### src/rtl/mem_wb_pipe.sv
// MEM/WB pipeline stage with a 2-entry skid buffer.
// The main register drives wb_*. The skid register catches one beat when write-back stalls.
// mem_ready depends only on the skid valid register, so wb_ready has no combinational path to MEM.
// Also counts retired beats.
module mem_wb_pipe #(
  parameter int unsigned DATA_W            = 32,
  parameter int unsigned ADDR_W            = 5,
  parameter int unsigned WE_W              = 4,
  parameter int unsigned PC_W              = 32,
  parameter int unsigned OP_W              = 8,
  parameter logic [PC_W-1:0] RESET_PC      = 32'hBFC0_0000,
  parameter int unsigned CNT_W             = 32
) (
  input  logic              clk,
  input  logic              rst,
  input  logic              mem_valid,
  output logic              mem_ready,
  input  logic [ADDR_W-1:0] mem_wd,
  input  logic [WE_W-1:0]   mem_wreg,
  input  logic [DATA_W-1:0] mem_wdata,
  input  logic [PC_W-1:0]   mem_pc,
  input  logic [OP_W-1:0]   mem_aluop,
  input  logic              mem_whilo,
  input  logic [DATA_W-1:0] mem_hi,
  input  logic [DATA_W-1:0] mem_lo,
  input  logic              flush,
  output logic              wb_valid,
  input  logic              wb_ready,
  output logic [ADDR_W-1:0] wb_wd,
  output logic [WE_W-1:0]   wb_wreg,
  output logic [DATA_W-1:0] wb_wdata,
  output logic [PC_W-1:0]   wb_pc,
  output logic [OP_W-1:0]   wb_aluop,
  output logic              wb_whilo,
  output logic [DATA_W-1:0] wb_hi,
  output logic [DATA_W-1:0] wb_lo,
  output logic [CNT_W-1:0]  retire_cnt
);

  typedef struct packed {
    logic [ADDR_W-1:0] wd;
    logic [WE_W-1:0]   wreg;
    logic [DATA_W-1:0] wdata;
    logic [PC_W-1:0]   pc;
    logic [OP_W-1:0]   aluop;
    logic              whilo;
    logic [DATA_W-1:0] hi;
    logic [DATA_W-1:0] lo;
  } beat_t;

  // Beat value loaded by reset: all fields zero except the PC.
  function automatic beat_t reset_beat();
    beat_t b;
    b    = '0;
    b.pc = RESET_PC;
    return b;
  endfunction

  beat_t            in_s;
  beat_t            main_q, main_d;
  beat_t            skid_q, skid_d;
  logic             main_v_q, main_v_d;
  logic             skid_v_q, skid_v_d;
  logic [CNT_W-1:0] cnt_q, cnt_d;
  logic             acc_s, ret_s;

  assign in_s = '{wd: mem_wd, wreg: mem_wreg, wdata: mem_wdata, pc: mem_pc,
                  aluop: mem_aluop, whilo: mem_whilo, hi: mem_hi, lo: mem_lo};

  assign acc_s = mem_valid & ~skid_v_q;
  assign ret_s = main_v_q & wb_ready;

  // Next-state logic. Flush overrides every transition, but a beat retired on the same edge is still counted.
  always_comb begin
    main_d   = main_q;
    skid_d   = skid_q;
    main_v_d = main_v_q;
    skid_v_d = skid_v_q;
    cnt_d    = ret_s ? (cnt_q + {{(CNT_W-1){1'b0}}, 1'b1}) : cnt_q;
    if (flush) begin
      main_v_d = 1'b0;
      skid_v_d = 1'b0;
    end else begin
      case ({main_v_q, skid_v_q})
        2'b00: begin
          if (acc_s) begin
            main_d   = in_s;
            main_v_d = 1'b1;
          end else begin
            main_v_d = 1'b0;
          end
        end
        2'b10: begin
          if (acc_s && !ret_s) begin
            skid_d   = in_s;
            skid_v_d = 1'b1;
          end else if (acc_s && ret_s) begin
            main_d = in_s;
          end else if (ret_s) begin
            main_v_d = 1'b0;
          end else begin
            main_v_d = 1'b1;
          end
        end
        2'b11: begin
          if (ret_s) begin
            main_d   = skid_q;
            skid_v_d = 1'b0;
          end else begin
            skid_v_d = 1'b1;
          end
        end
        default: begin
          // Skid valid without main valid cannot occur. Recover to EMPTY.
          main_v_d = 1'b0;
          skid_v_d = 1'b0;
        end
      endcase
    end
  end

  // State registers with synchronous active-low reset.
  always_ff @(posedge clk) begin
    if (!rst) begin
      main_q   <= reset_beat();
      skid_q   <= '0;
      main_v_q <= 1'b0;
      skid_v_q <= 1'b0;
      cnt_q    <= '0;
    end else begin
      main_q   <= main_d;
      skid_q   <= skid_d;
      main_v_q <= main_v_d;
      skid_v_q <= skid_v_d;
      cnt_q    <= cnt_d;
    end
  end

  assign mem_ready  = ~skid_v_q;
  assign wb_valid   = main_v_q;
  assign wb_wd      = main_q.wd;
  assign wb_wreg    = main_v_q ? main_q.wreg : {WE_W{1'b0}};
  assign wb_wdata   = main_q.wdata;
  assign wb_pc      = main_q.pc;
  assign wb_aluop   = main_q.aluop;
  assign wb_whilo   = main_v_q & main_q.whilo;
  assign wb_hi      = main_q.hi;
  assign wb_lo      = main_q.lo;
  assign retire_cnt = cnt_q;

endmodule

### config.mk
export PLATFORM = sky130hd
export DESIGN_NAME = mem_wb_pipe
export DESIGN_NICKNAME = d
export VERILOG_FILES = /design/src/rtl/mem_wb_pipe.sv
export SDC_FILE = /design/constraint.sdc
export NUM_CORES = 1
export LEC_CHECK = 0
export ABC_AREA = 1
export CAP_MARGIN = 20
export CORE_MARGIN = 1
export CORE_UTILIZATION = 45
export CTS_CLUSTER_DIAMETER = 40
export DETAILED_ROUTE_END_ITERATION = 10
export PLACE_DENSITY = 0.76
export SYNTH_ARGS = -nofsm -noshare
export SYNTH_HDL_FRONTEND = slang
export SYNTH_SLANG_ARGS = --single-unit
### constraint.sdc
create_clock -name clk -period 3.4 [get_ports clk]
set_clock_uncertainty 0.15 [all_clocks]
set_input_delay 0.34 -clock clk [delete_from_list [all_inputs] [get_ports clk]]
set_output_delay 0.34 -clock clk [all_outputs]
set_load 0.03 [all_outputs]
==> reports/summary.log <==
INFO  global_route   grt_use_met1=0.283
INFO  place          placedInstanceArea=17,000µm²
INFO  sta            slew-limit-headroom=0.359
INFO  critical_path  path_cells=nand2_1 -> inv_1 -> clkdlybuf4s50_1
INFO  clock_tree     clock_path_buffers=3
INFO  critical_path  crit_path_start_kind=flip-flop
INFO  yosys          syn_area_per_cell=7.50µm²
INFO  power_and_ir_drop leakagePower=0.00817µW
INFO  cells_and_area final_cell_mix=336 x nor2_1, 329 x clkdlybuf4s50_1, 324 x dfxtp_1, 238 x nand2_1, 234 x nand3_1
INFO  sta            post_route_fraction_of_the_period_consumed_by_the_critical_path=0.753
INFO  critical_path  crit_cells=3
INFO  clock_tree     cts_made_buffers=47
INFO  detailed_routing routed_via_density=5.34
INFO  floorplanning  die_area=33,200µm²
INFO  detailed_routing drt-total-wl=39.5mm
INFO  cells_and_area multiInputGateArea=6040µm²
INFO  floorplanning  die_y_extent=182µm
INFO  global_route   groute.layer.met3.usage=0.0702
INFO  yosys          synth_seq_area_share=0.447
INFO  detailed_routing route.vias.total=13,400
INFO  clock_tree     post_cts.resized_instances=0
INFO  detailed_routing initialDrtViolationCount=1,058
INFO  detailed_routing dr.pass1.iters=6
INFO  sta            maxSlewViolCount=0
INFO  floorplanning  initial_core_util=0.460
INFO  clock_tree     tritoncts_num_sinks=326
INFO  job            number_of_max_cap_violations=0
INFO  critical_path  worst-path-max-fanout=31
INFO  floorplanning  fp.dieW=182µm
INFO  sta            grt_setup_unrepaired=false
INFO  cells_and_area drive_above_1_share=0.0539
INFO  sta            worstMarginPinSlew=0.961ns
INFO  power_and_ir_drop power.total=10,300µW
INFO  outcome        outcome=completed
INFO  worst_hold_path timing.hold.worst.class=in -> reg
INFO  clock_tree     path_clk_slew=0.05ns
INFO  cells_and_area finalInstanceArea=18,700µm²
INFO  critical_path  regToRegSetupSlack=1.04ns
INFO  place          port-buffer-count=330
INFO  detailed_routing antenna_left=0
INFO  critical_path  number_of_buffers_and_inverters_on_the_critical_path=2
INFO  power_and_ir_drop power.density=552nW/µm²
INFO  yosys          synthTopCellsByArea=dfxtp_1 45%, nor2_1 8.6%, nand3_1 8.0%
INFO  yosys          mappedNetlistNets=2,097
INFO  cells_and_area commonest_non_fill_non_tap_cell_in_the_layout=nor2_1
INFO  global_route   grt-busiest-layer=met2
INFO  clock_tree     ctsHtreeMaxLevel=2
INFO  sta            report.final.setup_viol=0
INFO  global_route   grt_overflow=0
INFO  cells_and_area syn_to_final_growth=27.9%
INFO  critical_path  timing.critical_path.slowest_cell_delay=0.73ns
INFO  place          place_ws=0.807ns
INFO  critical_path  cp_data_arrival_time=2.07ns
INFO  clock_tree     ctsHoldBuffers=0
INFO  floorplanning  floorplan.core_area=31,700µm²
INFO  yosys          synth_top_area_frac=0.447
INFO  yosys          mappedNetlistArea=14,600µm²
INFO  global_route   grt_pass1_wl=63.0mm
INFO  critical_path  timing.critical_path.slowest_stage_cell=clkdlybuf4s50_1
INFO  cells_and_area n_fill_cell=2,794
INFO  clock_tree     clock_latency=0.53ns
INFO  critical_path  worst-setup-path-type=reg -> out
INFO  clock_tree     postCtsSetupBuffers=0
INFO  sta            achievable-frequency=391MHz
INFO  global_route   grt_usage=0.230
INFO  yosys          cells_after_synthesis=1,945
INFO  detailed_routing wire_per_inst=15.8µm
INFO  yosys          ys_types=26
INFO  yosys          yosysWarningCount=0
INFO  yosys          ys_ff_latch=326
INFO  floorplanning  rows=65
INFO  critical_path  ff2ff_path_depth=8
INFO  sta            timing.final.hold_violations=0
INFO  cells_and_area layout.area.seq=6530µm²
INFO  place          gp_congestion=0.893
INFO  global_route   globalRouteMet2Util=0.380
INFO  global_route   grt_max_degree=192
INFO  clock_tree     clk_root_buffer_cell=clkbuf_16
INFO  worst_hold_path min_path_cells=2
INFO  critical_path  crit_path_end_kind=primary output
INFO  place          dp.final_hpwl=24.4mm
INFO  floorplanning  ioPinCount=331
INFO  critical_path  cp.required=2.91ns
INFO  global_route   antenna_found_initial=5
INFO  global_route   via_count_of_the_first_global_routing_pass=12,400
INFO  critical_path  critical_path.top_delay_family=buffers and inverters
INFO  power_and_ir_drop ir_worst_vdd=0.359mV
INFO  sta            period_minus_slack=2.56ns
INFO  clock_tree     cts_tree=done
INFO  sta            tns=0ns
INFO  sta            finalWorstSetupSlack=0.839ns
INFO  detailed_routing drcViolationCount=0
INFO  yosys          yosysTopAreaCell=dfxtp_1
INFO  cells_and_area final_nets=2,211
[cells by family after synthesis]
group                      count (synthesis)  share of synthesized area
and+or+nand+nor                          833                      0.239
AOI/OAI and AO/OA                        401                      0.172
buffers and inverters                    382                      0.139
DFF                                      326                      0.447
xor gates and xnor gates                   2                    0.00120
adders and majority gates                  1                   0.000857
[where the power goes]
part / switching [µW] / internal [µW] / total, µW
clock network: 1810 / 3310 / 5120
registers: 97.1 / 3970 / 4070
logic: 611 / 506 / 1120
[path summary, 6_finish.rpt]
path,from,to
max reg2reg,wb_valid,skid_q[11]
max,wb_valid,wb_whilo
min reg2reg,skid_q[106],skid_q[106]
min,rst,wb_pc[27]
[synthesized netlist by cell type]
master    count
inv_1        96
nor3_1        6
nor2_2        2
nand2_1     239
nor2_4        1
o21a_1        1
buf_1         1
nand3b_1      1
o21ai_1      13
nand2_2       1
xnor2_1       1
clkbuf_1     87
ha_1          1
buf_4       142
o211ai_1      1
o21ai_0     228
nor2_1      336
buf_2        53
inv_2         3
nand4_1      12
xor2_1        1
o211a_1     101
nor3_4        1
a21oi_1      57
dfxtp_1     326
nand3_1     234
[layout make-up]
type,instances,share of cell area
Inverter,99,0.0204
Clock inverter,28,0.0196
Timing Repair Buffer,348,0.188
Antenna cell,4,0.000536
Tap cell,402,0.0269
Sequential cell,326,0.350
Multi-Input combinational cell,1237,0.324
Clock buffer,57,0.0706
[layer usage]
| metal | up-vias | part of all wire |
|---|---|---|
| met5 | - | 0.00028 |
| met4 | 2 | 0.027 |
| met3 | 88 | 0.085 |
| met2 | 454 | 0.47 |
| met1 | 6263 | 0.42 |
| li1 | 6546 | - |
[through the flow]
step	cells	hold WS, ns	util
6_report	2501	0.128	0.589
5_1_grt	2501	0.141	0.589
4_1_cts	2497	0.116	0.588
3_5_place_dp	2412	0.290	0.535
3_3_place_gp	2412	0.284	0.535
2_1_floorplan	1945	0.275	-
[registers in the layout, indices dropped and copies added, names as in the netlist]
register	flops
wb_pc	32
main_q	5
wb_valid	1
skid_q	146
wb_aluop	8
wb_hi	32
wb_wd	5
wb_lo	32
skid_v_q	1
retire_cnt	32
wb_wdata	32
Power figures use the tool's default switching activity.
